--- config.mk ---
export PLATFORM = sky130hd
export DESIGN_NAME = prog_loader
export DESIGN_NICKNAME = d
export VERILOG_FILES = /design/src/rtl/prog_loader_pkg.sv /design/src/rtl/prog_ram.sv /design/src/rtl/prog_loader.sv
export SDC_FILE = /design/constraint.sdc
export NUM_CORES = 1
export LEC_CHECK = 0
export ABC_AREA = 1
export CORE_MARGIN = 1
export CORE_UTILIZATION = 55
export CTS_CLUSTER_SIZE = 16
export DETAILED_ROUTE_END_ITERATION = 10
export PLACE_DENSITY = 0.84
export SLEW_MARGIN = 20
export SYNTH_ARGS = -nofsm -noshare
export SYNTH_HDL_FRONTEND = slang
export SYNTH_SLANG_ARGS = --single-unit
--- constraint.sdc ---
create_clock -name clk -period 1.65 [get_ports clk]
set_input_delay 0.2475 -clock clk [delete_from_list [all_inputs] [get_ports clk]]
set_output_delay 0.2475 -clock clk [all_outputs]
set_load 0.03 [all_outputs]
--- src/rtl/prog_loader_pkg.sv ---
// prog_loader_pkg: shared sizes, fetch NOP word and loader FSM states
package prog_loader_pkg;
  localparam int DEPTH = 16;
  localparam int ADDR_W = 4;
  localparam int DATA_W = 8;
  localparam logic [DATA_W-1:0] NOP_WORD = 8'h00;
  typedef enum logic [2:0] {IDLE, LOAD, CKSUM, RUN, ERROR} state_e;
endpackage

--- src/rtl/prog_ram.sv ---
// prog_ram: 16x8 program store; ports clk/rst (sync clear), we/waddr/wdata write, raddr/rdata async read
module prog_ram
  import prog_loader_pkg::*;
(
  input  logic              clk,
  input  logic              rst,
  input  logic              we,
  input  logic [ADDR_W-1:0] waddr,
  input  logic [DATA_W-1:0] wdata,
  input  logic [ADDR_W-1:0] raddr,
  output logic [DATA_W-1:0] rdata
);
  logic [DATA_W-1:0] mem [DEPTH];
  always_ff @(posedge clk) begin
    if (rst) begin
      for (int i = 0; i < DEPTH; i++) mem[i] <= NOP_WORD;
    end else if (we) begin
      mem[waddr] <= wdata;
    end
  end
  assign rdata = mem[raddr];
endmodule

--- src/rtl/prog_loader.sv ---
// prog_loader: checksummed writable instruction store; host byte stream in (load_start/in_*), fetch {op,im} by pc, cpu_hold/load_ok/load_err status
module prog_loader
  import prog_loader_pkg::*;
(
  input  logic              clk,
  input  logic              rst,
  input  logic              load_start,
  input  logic [DATA_W-1:0] in_data,
  input  logic              in_valid,
  output logic              in_ready,
  input  logic [ADDR_W-1:0] pc,
  output logic [3:0]        op,
  output logic [3:0]        im,
  output logic              cpu_hold,
  output logic              load_ok,
  output logic              load_err
);
  state_e            state_q, state_d;
  logic [ADDR_W-1:0] addr_q, addr_d;
  logic [DATA_W-1:0] sum_q, sum_d;
  logic [DATA_W-1:0] rdata;
  logic              acc, we;
  assign in_ready = (state_q == LOAD) || (state_q == CKSUM);
  assign cpu_hold = state_q != RUN;
  assign load_ok  = state_q == RUN;
  assign load_err = state_q == ERROR;
  assign acc      = in_valid && in_ready;
  assign we       = acc && (state_q == LOAD) && !load_start;
  assign {op, im} = (state_q == RUN) ? rdata : NOP_WORD;
  always_comb begin
    state_d = state_q;
    addr_d  = addr_q;
    sum_d   = sum_q;
    if (load_start) begin
      state_d = LOAD;
      addr_d  = '0;
      sum_d   = '0;
    end else if (we) begin
      addr_d  = addr_q + 1'b1;
      sum_d   = sum_q + in_data;
      state_d = (addr_q == ADDR_W'(DEPTH - 1)) ? CKSUM : LOAD;
    end else if (acc && state_q == CKSUM) begin
      state_d = (in_data == sum_q) ? RUN : ERROR;
    end
  end
  always_ff @(posedge clk) begin
    if (rst) begin
      state_q <= IDLE;
      addr_q  <= '0;
      sum_q   <= '0;
    end else begin
      state_q <= state_d;
      addr_q  <= addr_d;
      sum_q   <= sum_d;
    end
  end
  prog_ram u_ram (
    .clk   (clk),
    .rst   (rst),
    .we    (we),
    .waddr (addr_q),
    .wdata (in_data),
    .raddr (pc),
    .rdata (rdata)
  );
endmodule
# [After elaboration in Yosys (flattened, before gate mapping)]
# Memories as Yosys holds them, arrays and structs flattened.
# Index checks and enable logic that the tools add are counted.
# W data, S select, Z words.
[word_totals] ram_bits=128 latchBits=0 out_inout_bits=12 reg_bits=15 input_bits=16 memories=1 rom_bits=0
[mem_list] name="u_ram.mem" depth=16 width=8 rd=1 rd_clocked_by_memory_dff=0 wr=16 line_no="prog_ram.sv:13" rtl="logic [DATA_W-1:0] mem [DEPTH];"
[classes] mul=0 n_bitwise=0 add_sub_neg=2 muxes=14 reduce_logical=10 magnitude_cmp=0 shift=0 div=0 n_eq_ne=7
[ops] cell="$mux W8" n=2
[ops] cell="$mux W3" n=3
[ops] cell="$add A8 B8 Y8" n=1
[ops] cell="$eq A8 B8 Y1" n=1
[ops] cell="$reduce_or A8 Y1" n=1
[ops] cell="$mux W1" n=7
[ops] cell="$eq A3 B2 Y1 const B" n=2
[ops] cell="$add A4 B1 Y4 const B" n=1
[ops] cell="$eq A4 B4 Y1 const B" n=1
[ops] cell="$logic_and A1 B1 Y1" n=4
[ops] cell="$mux W4" n=1
[ops] cell="$eq A3 B1 Y1 const B" n=1
[ops] cell="$eq A3 B3 Y1 const B" n=1
[ops] cell="$ne A3 B2 Y1 const B" n=1
[ops] cell="$reduce_bool A3 Y1" n=1
[ops] cell="$mux W2" n=1
[ops] cell="$reduce_bool A2 Y1" n=1
[ops] cell="$reduce_or A2 Y1" n=1
[ops] cell="$logic_not A1 Y1" n=1
[ops] cell="$logic_or A1 B1 Y1" n=1

# [Longest topological paths before layout]
# Gate-level depths: netlist of the first run.
[logic_depth] ltp_word=10 mapped_depth=10 mapped_depth_nobuf=10

# [Cells and area by module]
# A second synthesis of the first run with hierarchy kept.
[hier_totals] cells_unflattened=883 area_unflattened_um2=7354.6
[modules_own_cells] module="prog_ram" cells_per_inst=708 area_per_inst_um2=6244.7 n_inst=1
[modules_own_cells] module="prog_loader" cells_per_inst=175 area_per_inst_um2=1109.8 n_inst=1

# [Least setup slack after synthesis of the first run]
# No wires, ideal clock.
[synth_timing] path_type="reg-to-output" from="register state_q[0]" to="output im[0]" arrival_time_ns=1.514 path_stages_with_launch=5 n_path_buf=0 slack_ns=-0.111 required_time_ns=1.402 cell_sequence="dfxtp_1 > inv_1 > nor2_4 > nand2_1 > a21oi_1"
[synth_between] elab_chain_cells=2
[synth_lines] item="start: declaration" line_no="prog_loader.sv:18" rtl="state_e state_q, state_d;"
[synth_lines] item="start signal: assignment" line_no="prog_loader.sv:52" rtl="state_q <= state_d;"
[synth_lines] item="$eq A3 B2 Y1" line_no="prog_loader.sv:29" rtl="assign {op, im} = (state_q == RUN) ? rdata : NOP_WORD;"
[synth_lines] item="$mux W8" line_no="prog_loader.sv:29"
[synth_lines] item="end: declaration" line_no="prog_loader.sv:13" rtl="output logic [3:0] im,"
# Every way passes these cells.

# [Worst setup path in the final report of the first run]
[layout_timing] from="memory u_ram.mem[11][3]" to="output im[3]"
[layout_between] elab_chain_cells=2
[layout_lines] item="start: declaration" line_no="prog_ram.sv:13"
[layout_lines] item="$mem_v2 Z16 W8"
[layout_lines] item="$mux W8" line_no="prog_loader.sv:29"
# Every way passes these cells.

==> results of run 1 <==
final cells by class:
class                      count  area, µm²  share of cell area, %
multi-input combinational    560       2800                   29.3
clock buffer                  17        425                   4.46
clock inverter                15        151                   1.59
tap                          172        215                   2.25
sequential                   143       4150                   43.5
inverter                     116        447                   4.68
timing repair buffer         109       1360                   14.2
kinds of logic (layout without fill, tap and decap cells):
group / Yosys count / in the layout / share of synthesized area [%]
AO/OA/AOI/OAI: 34 / 34 / 2.36
XOR/XNOR: 3 / 3 / 0.362
adder cells (fa/ha/maj): 12 / 12 / 2.17
buffers and inverters: 151 / 257 / 8.06
flip-flops: 143 / 143 / 57.0
AND/OR/NAND/NOR: 511 / 511 / 30.0
through the flow:
step                      utilization (%)  hold WS (ps)  cell area, µm²  instances
after floorplan                         -           465            7270        854
after global placement               66.2           508            8450       1090
after detailed placement             66.2           532            8450       1090
after CTS                            72.6           539            9270       1126
after global routing                 74.7           580            9550       1132
final                                74.7           541            9550       1132
worst min-delay path: cells and delay by family (launching register included):
| family | cells | cell delay [ps] |
|---|---|---|
| flops | 1 | 320 |
| compound gates | 1 | 90 |
| simple gates | 1 | 90 |
flip-flops by register name, indices dropped and copies added, names as in the netlist:
register,count
sum_q,8
u_ram.mem,128
state_q,3
addr_q,4
cell usage in the layout (no fill, tap or decap), types with 2 or more instances in the layout:
cell type / netlist / final
nand2_1: 241 / 215
nor2_1: 143 / 141
edfxtp_1: 128 / 128
inv_1: 109 / 106
nand3_1: 93 / 72
buf_4: 1 / 45
nand2_2: 15 / 40
buf_12: 0 / 28
nand3_2: 1 / 21
clkbuf_16: 0 / 20
a21oi_1: 23 / 15
clkdlybuf4s50_1: 0 / 13
buf_6: 0 / 13
dfxtp_1: 15 / 12
ha_1: 11 / 11
o21ai_0: 10 / 10
clkinv_2: 1 / 8
clkinv_1: 3 / 6
nor2_4: 6 / 6
a21oi_4: 0 / 6
nor3_1: 5 / 5
inv_4: 0 / 4
xor2_1: 3 / 3
bufinv_16: 0 / 3
nand2_4: 1 / 2
inv_2: 3 / 2
nand3_4: 1 / 2
a21oi_2: 0 / 2
nand3b_1: 2 / 2
nor2_2: 0 / 2
clkinvlp_4: 0 / 2
bufbuf_16: 0 / 2
dfxtp_2: 0 / 2
worst min path at each step:
stage | from | end | slack (ps) | cells past startpoint
final | sum_q[5] | sum_q[5] | 540 | 2
after CTS | state_q[1] | state_q[1] | 540 | 2
after global routing | addr_q[1] | addr_q[1] | 580 | 2
after detailed placement | sum_q[5] | sum_q[5] | 530 | 2
after global placement | state_q[2] | state_q[2] | 510 | 2
after floorplan | load_start | state_q[0] | 460 | 2
layer usage:
layer | GRT usage (%) | routed length, µm | vias up
met5 | 0 | 0 | -
met4 | 19.2 | 1220 | 0
met3 | 9.11 | 2520 | 123
met2 | 53.6 | 10800 | 472
met1 | 37.9 | 7780 | 3028
li1 | - | - | 2913
what timing repair did:
item | CTS | global route
setup endpoints to repair | 18 | 117
resized for setup | 52 | 51
pin swaps | 5 | 23
hold endpoints to repair | 0 | 0
gates cloned | 3 | 3
setup buffers | 1 | 3
power breakdown:
part / switching [W] / total, W / internal, W
clock: 0.00147 / 0.00380 / 0.00233
combinational: 0.000628 / 0.00104 / 0.000413
sequential: 0.0000468 / 0.00410 / 0.00405
total: 0.00214 / 0.00894 / 0.00680
==> reports/summary.txt, run 1 <==
Gr usage total -> 32.4%
Post-layout min period -> 1880 ps
Post-synth top flop -> edfxtp_1
Post-DR vias/cell -> 5.77
Final nets -> 975
Mapped Cells -> 854
Layout cells sized above 1 -> 22.6%
CP max FO -> 1
CP max stage delay -> 350 ps
Area delta synth->final -> 31.4%
CP Class -> flop to output pin
Placer Congestion -> 0.900
Sink Count -> 143
Row count -> 41
Crit end category -> output pin
Maximum number of pins on one net before global-route repair -> 60
Leakage -> 4.28 nW
1st-pass router iterations -> 6
Hpwl dp -> 12.4 mm
N_diodes -> 0
Syn_area_per_cell -> 8.51 µm²
Sequential area share after synthesis -> 57.0%
Total stage count of the critical path -> 7
Most frequent cells after synthesis -> nand2_1 (241), nor2_1 (143), edfxtp_1 (128)
Worst R2R Setup Slack -> 0 ps
# fillers -> 817
Worst slew pin tran -> 462 ps
Tightest Hold Check Type -> flop to flop
Clock latency on the worst-skew pair -> 430 ps
Core Region -> 12,800 µm²
Rel. slew slack -> 69.1%
Tcrit/Tclk final -> 114%
Buffers on Ports -> 27
Buf/Inv on CP -> 2
Area of the die -> 13,700 µm²
Cell Pwr Density -> 937 nW/µm²
Global-route wire length before repair -> 31.8 mm
CP Launch Point -> u_ram.mem[11][3]
CTS H-tree depth -> 4
Unrepaired setup endpoints after global routing -> yes
Synth area leader -> edfxtp_1
ANT nets after route -> 0
Chip width -> 117 µm
CTS Root Cell -> clkbuf_16
Place WS -> -292 ps
Count of final hold-check violations -> 0
Most common cell in the netlist -> nand2_1
Asr flop ratio synth -> 0%
Synth Register Bits -> 143
GRT Residual Overflow -> 0
Initial Util -> 56.9%
Failing checks -> negative setup slack
DRT Wirelength -> 22.3 mm
CTS Hold Bufs -> 0
CP Data Arrival Time -> 1630 ps
Worst-path clk slew -> 60 ps
F_max -> 0.531 GHz
Clock buffer depth -> 2
CP most frequent cell -> nand3_1
CP Capture Point -> im[3]
Max Slew Vio Count -> 0
Number of max-cap violations -> 0
Share of the synthesized area in the top cell type -> 52.9%
Die Y -> 117 µm
Synth warn -> 0
CTS tree -> done
DR iter-0 viols -> 900
Top delay family on crit path -> simple AND/OR/NAND/NOR gates
Syn Std Cell Area -> 7270 µm²
R2r endpoint -> u_ram.mem[9][7]
Ports -> 28
Reg2reg start -> state_q[2]
CP Launch Type -> flop
Routed via count -> 6,536
Critical path data required time -> 1400 ps
Worst Reg-to-Reg Cells -> 9
Setup ws final -> -232 ps
Setup TNS -> -1400 ps
Final setup vio count -> 10
Netlist cell types -> 29
Initial antenna violation count -> 0
Vias in the first global route -> 6,136
Post-synth EDFFs -> 128
Cell Chain, Critical Path -> inv_1 -> nand2_1 -> nand3_1 -> nand3_1 -> nand3_2 -> a21oi_4 -> buf_6
Fin Clk Skew -> 8.38 ps
Status -> finished, violations left
Max VDD drop -> 0.675 mV
Mapped Nets -> 882
Total power after layout -> 0.00894 W
Critical Path Slowest Stage Cell -> edfxtp_1
Avg WL per Cell -> 19.7 µm
Area contributors post-synth -> edfxtp_1 (53%), nand2_1 (12%), nor2_1 (7.4%)
DRC viols -> 0
CTS buffer count -> 17
Power figures use the tool's default switching activity.
==> run 2: changes to the inputs <==
--- a/config.mk
+++ b/config.mk
@@ -10,6 +10,7 @@
 export CORE_UTILIZATION = 55
 export CTS_CLUSTER_SIZE = 16
 export DETAILED_ROUTE_END_ITERATION = 10
+export MAX_ROUTING_LAYER = met4
 export PLACE_DENSITY = 0.84
 export SLEW_MARGIN = 20
 export SYNTH_ARGS = -nofsm -noshare
==> constraint.sdc (replaced) <==
create_clock -name clk -period 1.65 [get_ports clk]
set_input_delay 0.2475 -clock clk [delete_from_list [all_inputs] [get_ports clk]]
set_output_delay 0.2475 -clock clk [all_outputs]
set_load 0.01 [all_outputs]
==> reports/summary.txt, run 2 (synthesis results as in run 1) <==
Met2 Use GR -> 52.5% (was 53.6%)
CP Data Arrival Time -> 1550 ps (was 1630 ps)
Tcrit/Tclk final -> 109% (was 114%)
Placer Congestion -> 0.948 (was 0.900)
CP most frequent cell -> nand3_2 (was nand3_1)
CP max FO -> 1 (unchanged)
Critical path data required time -> 1400 ps (about the same)
Initial Util -> 56.9% (unchanged)
Clock latency on the worst-skew pair -> 430 ps (about the same)
Initial antenna violation count -> 0 (unchanged)
Setup ws final -> -147 ps (was -232 ps)
Worst Reg-to-Reg Cells -> 9 (unchanged)
CTS H-tree depth -> 4 (unchanged)
Area of the die -> 13,700 µm² (unchanged)
Layout cells sized above 1 -> 27.1% (was 22.6%)
Area delta synth->final -> 31.7% (was 31.4%)
ANT nets after route -> 0 (unchanged)
Final setup vio count -> 35 (was 10)
Leading cell types in the layout, fill and taps excluded -> nand2_1 (191), nor2_1 (141), edfxtp_1 (128) (was nand2_1 (215), nor2_1 (141), edfxtp_1 (128))
Met1 Resource Use GR -> 38.8% (was 37.9%)
Unrepaired setup endpoints after global routing -> yes (unchanged)
Post-DR vias/cell -> 5.71 (was 5.77)
CP Class -> flop to output pin (unchanged)
DRT Wirelength -> 21.5 mm (was 22.3 mm)
Sink Count -> 143 (unchanged)
Buffers on Ports -> 27 (unchanged)
Multi-input logic area -> 2940 µm² (was 2800 µm²)
Final nets -> 974 (was 975)
Worst R2R Setup Slack -> -10 ps (was 0 ps)
DR iter-0 viols -> 836 (was 900)
Rel. slew slack -> 64.7% (was 69.1%)
Max reg flops -> 128 (unchanged)
Top Usage Layer GRT -> met2 (unchanged)
Leakage -> 4.29 nW (was 4.28 nW)
N_diodes -> 0 (unchanged)
Vias in the first global route -> 6,034 (was 6,136)
# fillers -> 781 (was 817)
Clock buffer depth -> 2 (unchanged)
CP Launch Type -> flop (unchanged)
Core Region -> 12,800 µm² (unchanged)
Commonest non-fill, non-tap cell in the layout -> nand2_1 (unchanged)
GRT Residual Overflow -> 0 (unchanged)
Ports -> 28 (unchanged)
Total power after layout -> 0.00898 W (was 0.00894 W)
Row count -> 41 (unchanged)
Placed Cells -> 1,094 (was 1,090)
Die Y -> 117 µm (unchanged)
Cell Pwr Density -> 938 nW/µm² (was 937 nW/µm²)
CTS Hold Bufs -> 0 (unchanged)
Top Registers -> u_ram.mem x128, sum_q x8, addr_q x4 (unchanged)
CTS buffer count -> 17 (unchanged)
Chip width -> 117 µm (unchanged)
FF/Latch Area -> 4150 µm² (about the same)
R2r endpoint -> u_ram.mem[12][5] (was u_ram.mem[9][7])
Reg2reg start -> state_q[2] (unchanged)
Non-filler cells, final -> 1,131 (was 1,132)
Tightest Hold Check Type -> flop to flop (unchanged)
Number of max-cap violations -> 0 (unchanged)
Maximum number of pins on one net before global-route repair -> 37 (was 60)
CTS tree -> done (unchanged)
Cell Chain, Critical Path -> inv_1 -> nand2_1 -> nand3_1 -> nand3_2 -> nand3_2 -> a21oi_2 -> buf_2 (was inv_1 -> nand2_1 -> nand3_1 -> nand3_1 -> nand3_2 -> a21oi_4 -> buf_6)
CP max stage delay -> 330 ps (was 350 ps)
CTS Root Cell -> clkbuf_16 (unchanged)
DRC viols -> 0 (unchanged)
Max Slew Vio Count -> 0 (unchanged)
1st-pass router iterations -> 8 (was 6)
Worst-path clk slew -> 60 ps (about the same)
Count of final hold-check violations -> 0 (unchanged)
Setup TNS -> -648 ps (was -1400 ps)
Max VDD drop -> 0.640 mV (was 0.675 mV)
Fin Clk Skew -> 6.27 ps (was 8.38 ps)
Hpwl dp -> 12.4 mm (about the same)
Most flops, register -> u_ram.mem (unchanged)
HP Start -> sum_q[5] (unchanged)
Hold Path End -> sum_q[5] (unchanged)
Avg WL per Cell -> 19.0 µm (was 19.7 µm)
GR Util met3 -> 9.94% (was 9.11%)
Crit end category -> output pin (unchanged)
Gr usage total -> 33.2% (was 32.4%)
Fin Hold WS -> 537 ps (was 541 ps)
CP Launch Point -> u_ram.mem[2][4] (was u_ram.mem[11][3])
F_max -> 0.556 GHz (was 0.531 GHz)
Worst slew pin tran -> 527 ps (was 462 ps)
Hold path depth -> 2 (unchanged)
Failing checks -> negative setup slack (unchanged)
Critical Path Slowest Stage Cell -> edfxtp_1 (unchanged)
Place WS -> -684 ps (was -292 ps)
Status -> finished, violations left (unchanged)
Routed via count -> 6,461 (was 6,536)
Post-layout min period -> 1800 ps (was 1880 ps)
Global-route wire length before repair -> 31.3 mm (was 31.8 mm)
-- run 2: cell types whose count changed in the layout (fill, tap and decap cells not counted), moves of 6 or more --
cell,delta
nand2_1,-24
nand3_2,+20
buf_6,-6
nand3_1,-20
a21oi_4,-6
nand2_2,+20
buf_2,+10
-- run 2: worst max path at each step --
stage                           end  slack (ps)
CTS                           im[1]         -60
finish                        op[0]        -150
global placement              op[2]        -670
detailed placement            im[1]        -680
global route                  op[3]        -140
floorplan           u_ram.mem[2][0]          20
-- run 2: worst max-delay path, delay by kind of cell, from the launching register on --
family	cells	cell delay, ps
and+or+nand+nor	4	410
DFF	1	330
buffers and inverters	2	230
AOI/OAI and AO/OA	1	150
-- run 2: power breakdown --
part / switching, W / internal [W]
clock network: 0.00149 / 0.00235
registers: 0.0000436 / 0.00405
logic: 0.000632 / 0.000405
-- run 2: timing repair --
item | CTS | global route
buffers inserted | 2 | 2
pin swaps | 40 | 42
cloned | 2 | 0
setup endpoints to repair | 97 | 150
gates resized for setup | 112 | 65
-- run 2: cell type report --
class | instances | share of cell area (%)
clock buffers | 20 | 4.56
clock inverters | 12 | 1.50
inverters | 116 | 4.64
multi-input cells | 560 | 30.8
flip-flops and latches | 143 | 43.3
well taps | 172 | 2.25
repair buffers | 108 | 12.9
-- run 2: metal layers --
metal	wire length, µm	vias up
met2	9990	453
met4	1170	0
met3	2440	115
met5	0	-
met1	7860	2989
li1	-	2904
-- run 2: per-stage QoR --
stage	util [%]	area [µm²]
global placement	66.7	8520
detailed placement	66.7	8520
floorplan	-	7270
finish	74.9	9570
global route	74.9	9570
CTS	73.1	9340
==> variant 1 (flow settings as in run 2) <==
Encoding of `state_e`: now one-hot (5 bits for 5 states).
--- a/src/rtl/prog_loader_pkg.sv
+++ b/src/rtl/prog_loader_pkg.sv
@@ -4,6 +4,6 @@
   localparam int ADDR_W = 4;
   localparam int DATA_W = 8;
   localparam logic [DATA_W-1:0] NOP_WORD = 8'h00;
-  typedef enum logic [2:0] {IDLE, LOAD, CKSUM, RUN, ERROR} state_e;
+  typedef enum logic [4:0] {IDLE = 5'b00001, LOAD = 5'b00010, CKSUM = 5'b00100, RUN = 5'b01000, ERROR = 5'b10000} state_e;
 endpackage
 
Function: no difference found for any inputs over 10 cycles, from zero or initial values and one cycle with rst high; not proved beyond that.
==> variant 1 against run 2 <==
The flow still finishes with violations (negative setup slack); design area grew 3.5%; sequential cell count up 2; register-to-register slack gained 30 ps; setup slack lost 210 ps; synthesized cell count up 4.8%; total power fell by 1.2%; die area rose by 4.4%; synthesized area increased by 4.5%; sequential power increased by 1%; routed wire length decreased by 0.38%; critical path depth is 2 higher; largest power group unchanged.
==> variant 1: results (changes against run 2) <==
Status -> finished with violations
Failing checks -> negative setup slack
Unique masters post-synth -> 31 (+6.9%)
Sequential cell area -> 0.004190 mm² (+1.1%)
WL/cell -> 18.08 µm (-4.8%)
Synthesized net count -> 923 (+4.6%)
R2R cell count -> 7 (-2)
Worst setup path endpoint -> im[0]
Crit path max-delay cell type -> dfxtp_2
Fin nets -> 1023 (+5.0%)
Total track usage -> 31.30% (-1.9 points)
Vias/cell -> 5.633 (-1.4%)
Top cells by area, synth -> edfxtp_1, nand2_1, nor2_1
Num Clock Sinks -> 145 (+1.4%)
Drt pass-1 iters -> 6 (-2)
Worst Path Max Fanout -> 2 (+1)
Met3 usage -> 6.702% (-3.2 points)
Setup slack after layout -> -357.8 ps (-210.5 ps)
Non-filler cells, final -> 1183 (+4.6%)
First-pass GRT wire length -> 32310 µm (+3.2%)
Largest registers -> u_ram.mem x128, sum_q x8, state_q x5
FF-to-FF Start -> state_q[3]
Share of layout cells above drive strength 1 -> 24.43% (-2.7 points)
Non-clock buffer share -> 12.37% (-0.58 points)
Drt initial violations -> 887 (+6.1%)
Final GP Congestion -> 0.8866 (-6.4%)
Hold Path End -> sum_q[2]
Worst vdd ir -> 0.0005738 V (-10%)
Setup violators final -> 11 (-69%)
Static Leak -> 0.004369 µW (+1.9%)
Delay-heaviest family, CP -> buffers and inverters
Comb_multi_in -> 566 (+1.1%)
Invs w/o clock -> 150 (+29%)
Sequential share of the synthesized area -> 55.11% (-1.9 points)
==> variant 1: cell count changes in the layout (fill, tap and decap cells not counted), moves of 21 or more <==
| cell | before | now |
|---|---|---|
| nand2_2 | 60 | 4 |
| nor2_2 | 2 | 48 |
| nand3_1 | 52 | 93 |
| nand3_2 | 41 | 0 |
| inv_1 | 105 | 139 |
| nor2_1 | 141 | 119 |
| buf_6 | 7 | 28 |
==> variant 1: layer usage <==
layer	vias to the layer above	routed length, µm	share of wire [%]
li1	3027	-	-
met1	3147	7514	35
met5	-	0	0
met4	0	987	4.6
met3	93	1921	9.0
met2	397	10960	51
==> variant 1: timing repair <==
action / 4_1_cts / 5_1_grt
cloned: 1 / 1
pin swaps: 15 / 22
endpoints found under the hold margin: 0 / 0
endpoints found under the setup margin: 116 / 222
setup buffers: 8 / 4
gates resized for setup: 101 / 109
==> variant 1: stage by stage <==
stage               cell area (µm²)  setup WS [ps]  setup TNS [ps]
floorplan                      7599         -48.88           -2953
detailed placement             8955         -772.2          -46690
finish                         9905         -357.8           -2682
CTS                            9644         -497.2           -4244
global placement               8955         -759.8          -37980
global route                   9905         -436.5           -6234
==> variant 1: cells by family (layout without fill, tap and decap cells) <==
group,after synthesis,after routing,synth area share [%]
AND/OR/NAND/NOR,519,519,30.85
buffers and inverters,184,296,9.459
adder cells (fa/ha/maj),12,12,2.076
flip-flops,145,145,55.11
AO/OA/AOI/OAI,32,32,2.159
XOR/XNOR,3,3,0.3461
==> variant 1: where the power goes <==
group / switching (µW) / internal, µW / total, µW
clock network: 1480 / 2200 / 3690
registers: 57.0 / 4110 / 4160
logic: 666 / 356 / 1020
==> variant 2 (settings of run 2) <==
Made on the original files. Set the package constant `DEPTH` to 8 (it was 16).
--- a/src/rtl/prog_loader_pkg.sv
+++ b/src/rtl/prog_loader_pkg.sv
@@ -1,6 +1,6 @@
 // prog_loader_pkg: shared sizes, fetch NOP word and loader FSM states
 package prog_loader_pkg;
-  localparam int DEPTH = 16;
+  localparam int DEPTH = 8;
   localparam int ADDR_W = 4;
   localparam int DATA_W = 8;
   localparam logic [DATA_W-1:0] NOP_WORD = 8'h00;
Formal check against the unedited RTL: same outputs for any inputs over 10 cycles, from zero or initial values and one cycle with rst high; that may be too few to reach the edited logic, so the function may still have changed.
==> variant 2 against run 2 <==
Sequential power down 45%; design area decreased by 47%; clock power down 63%; maximum frequency grew 9.3%; synthesized area fell by 46%; non-clock buffer count decreased by 33; routed wire length down 55%; setup slack improved by 150 ps; total power fell by 53%; sequential cell count down 64; final cell count down 46%.
==> variant 2: results (changes against run 2) <==
Status -> finished, final reports clean
Static Leak -> 0.002195 µW (-49%)
Non-clock buffer share -> 14.72% (+1.8 points)
Met3 usage -> 5.810% (-4.1 points)
Synthesized net count -> 464 (-47%)
Sequential share of the synthesized area -> 56.13% (-0.90 points)
Vias/cell -> 5.455 (-4.5%)
Placed Cells -> 595 (-46%)
PostCTS Resize Cnt -> 67 (-40%)
Top cells by area, synth -> edfxtp_1, nor2_1, dfxtp_1
Skew final -> 9.731 ps (+3.462 ps)
Largest net degree at the start of global routing -> 33 (-11%)
Worst Path Max Fanout -> 6 (+5)
Nonclk buf count -> 75 (-31%)
Die area -> 0.007541 mm² (-45%)
Final clock-cell share -> 3.947% (-2.1 points)
Worst setup path endpoint -> im[2]
Drt pass-1 iters -> 5 (-3)
Crit path max-delay cell type -> dfxtp_2
Top post-synthesis cells by count -> nor2_1, edfxtp_1, nand2_1
Worst vdd ir -> 0.0005007 V (-22%)
Reg2Reg Setup Slack -> 70 ps (+80 ps)
Final HPWL DP -> 6811 µm (-45%)
Unique masters post-synth -> 31 (+6.9%)
R2R cell count -> 8 (-1)
Multi-input logic area -> 0.001588 mm² (-46%)
Cell internal pwr -> 3139 µW (-54%)
Final GP Congestion -> 0.8766 (-7.5%)
WHS -> 532.4 ps (-4.266 ps)
Hold Path End -> addr_q[1]
Fin crit share -> 99.70% (-9.2 points)
Met1 Track Usage GR -> 34.24% (-4.6 points)
CP Launch Point -> state_q[2]
variant 2: changes by cell type after synthesis, sizes merged, moves of 2 or more:
cell,delta
clkbuf,-13
xnor2,+2
edfxtp,-64
a21oi,-9
o21ai,+31
o211ai,+8
o22ai,+8
buf,-11
nand2,-196
ha,-3
nor2,-9
nand3,-83
inv,-75
variant 2: kinds of logic (layout without fill, tap and decap cells):
group                    Yosys count  in the layout  share of synthesized area, %
XOR/XNOR                           4              4                        0.8851
AO/OA/AOI/OAI                     72             72                         9.987
AND/OR/NAND/NOR                  223            223                         24.81
flip-flops                        79             79                         56.13
buffers and inverters             52            132                         5.151
adder cells (fa/ha/maj)            9              9                         3.034
variant 2: power groups by stage:
| stage | registers [µW] | clock network, µW | logic (µW) |
|---|---|---|---|
| finish | 2240 | 1430 | 506 |
| global route | 2250 | 1530 | 550 |
| CTS | 2240 | 1450 | 498 |
| detailed placement | 2280 | 0 | 472 |
| global placement | 2280 | 0 | 459 |
| floorplan | 2270 | 0 | 246 |
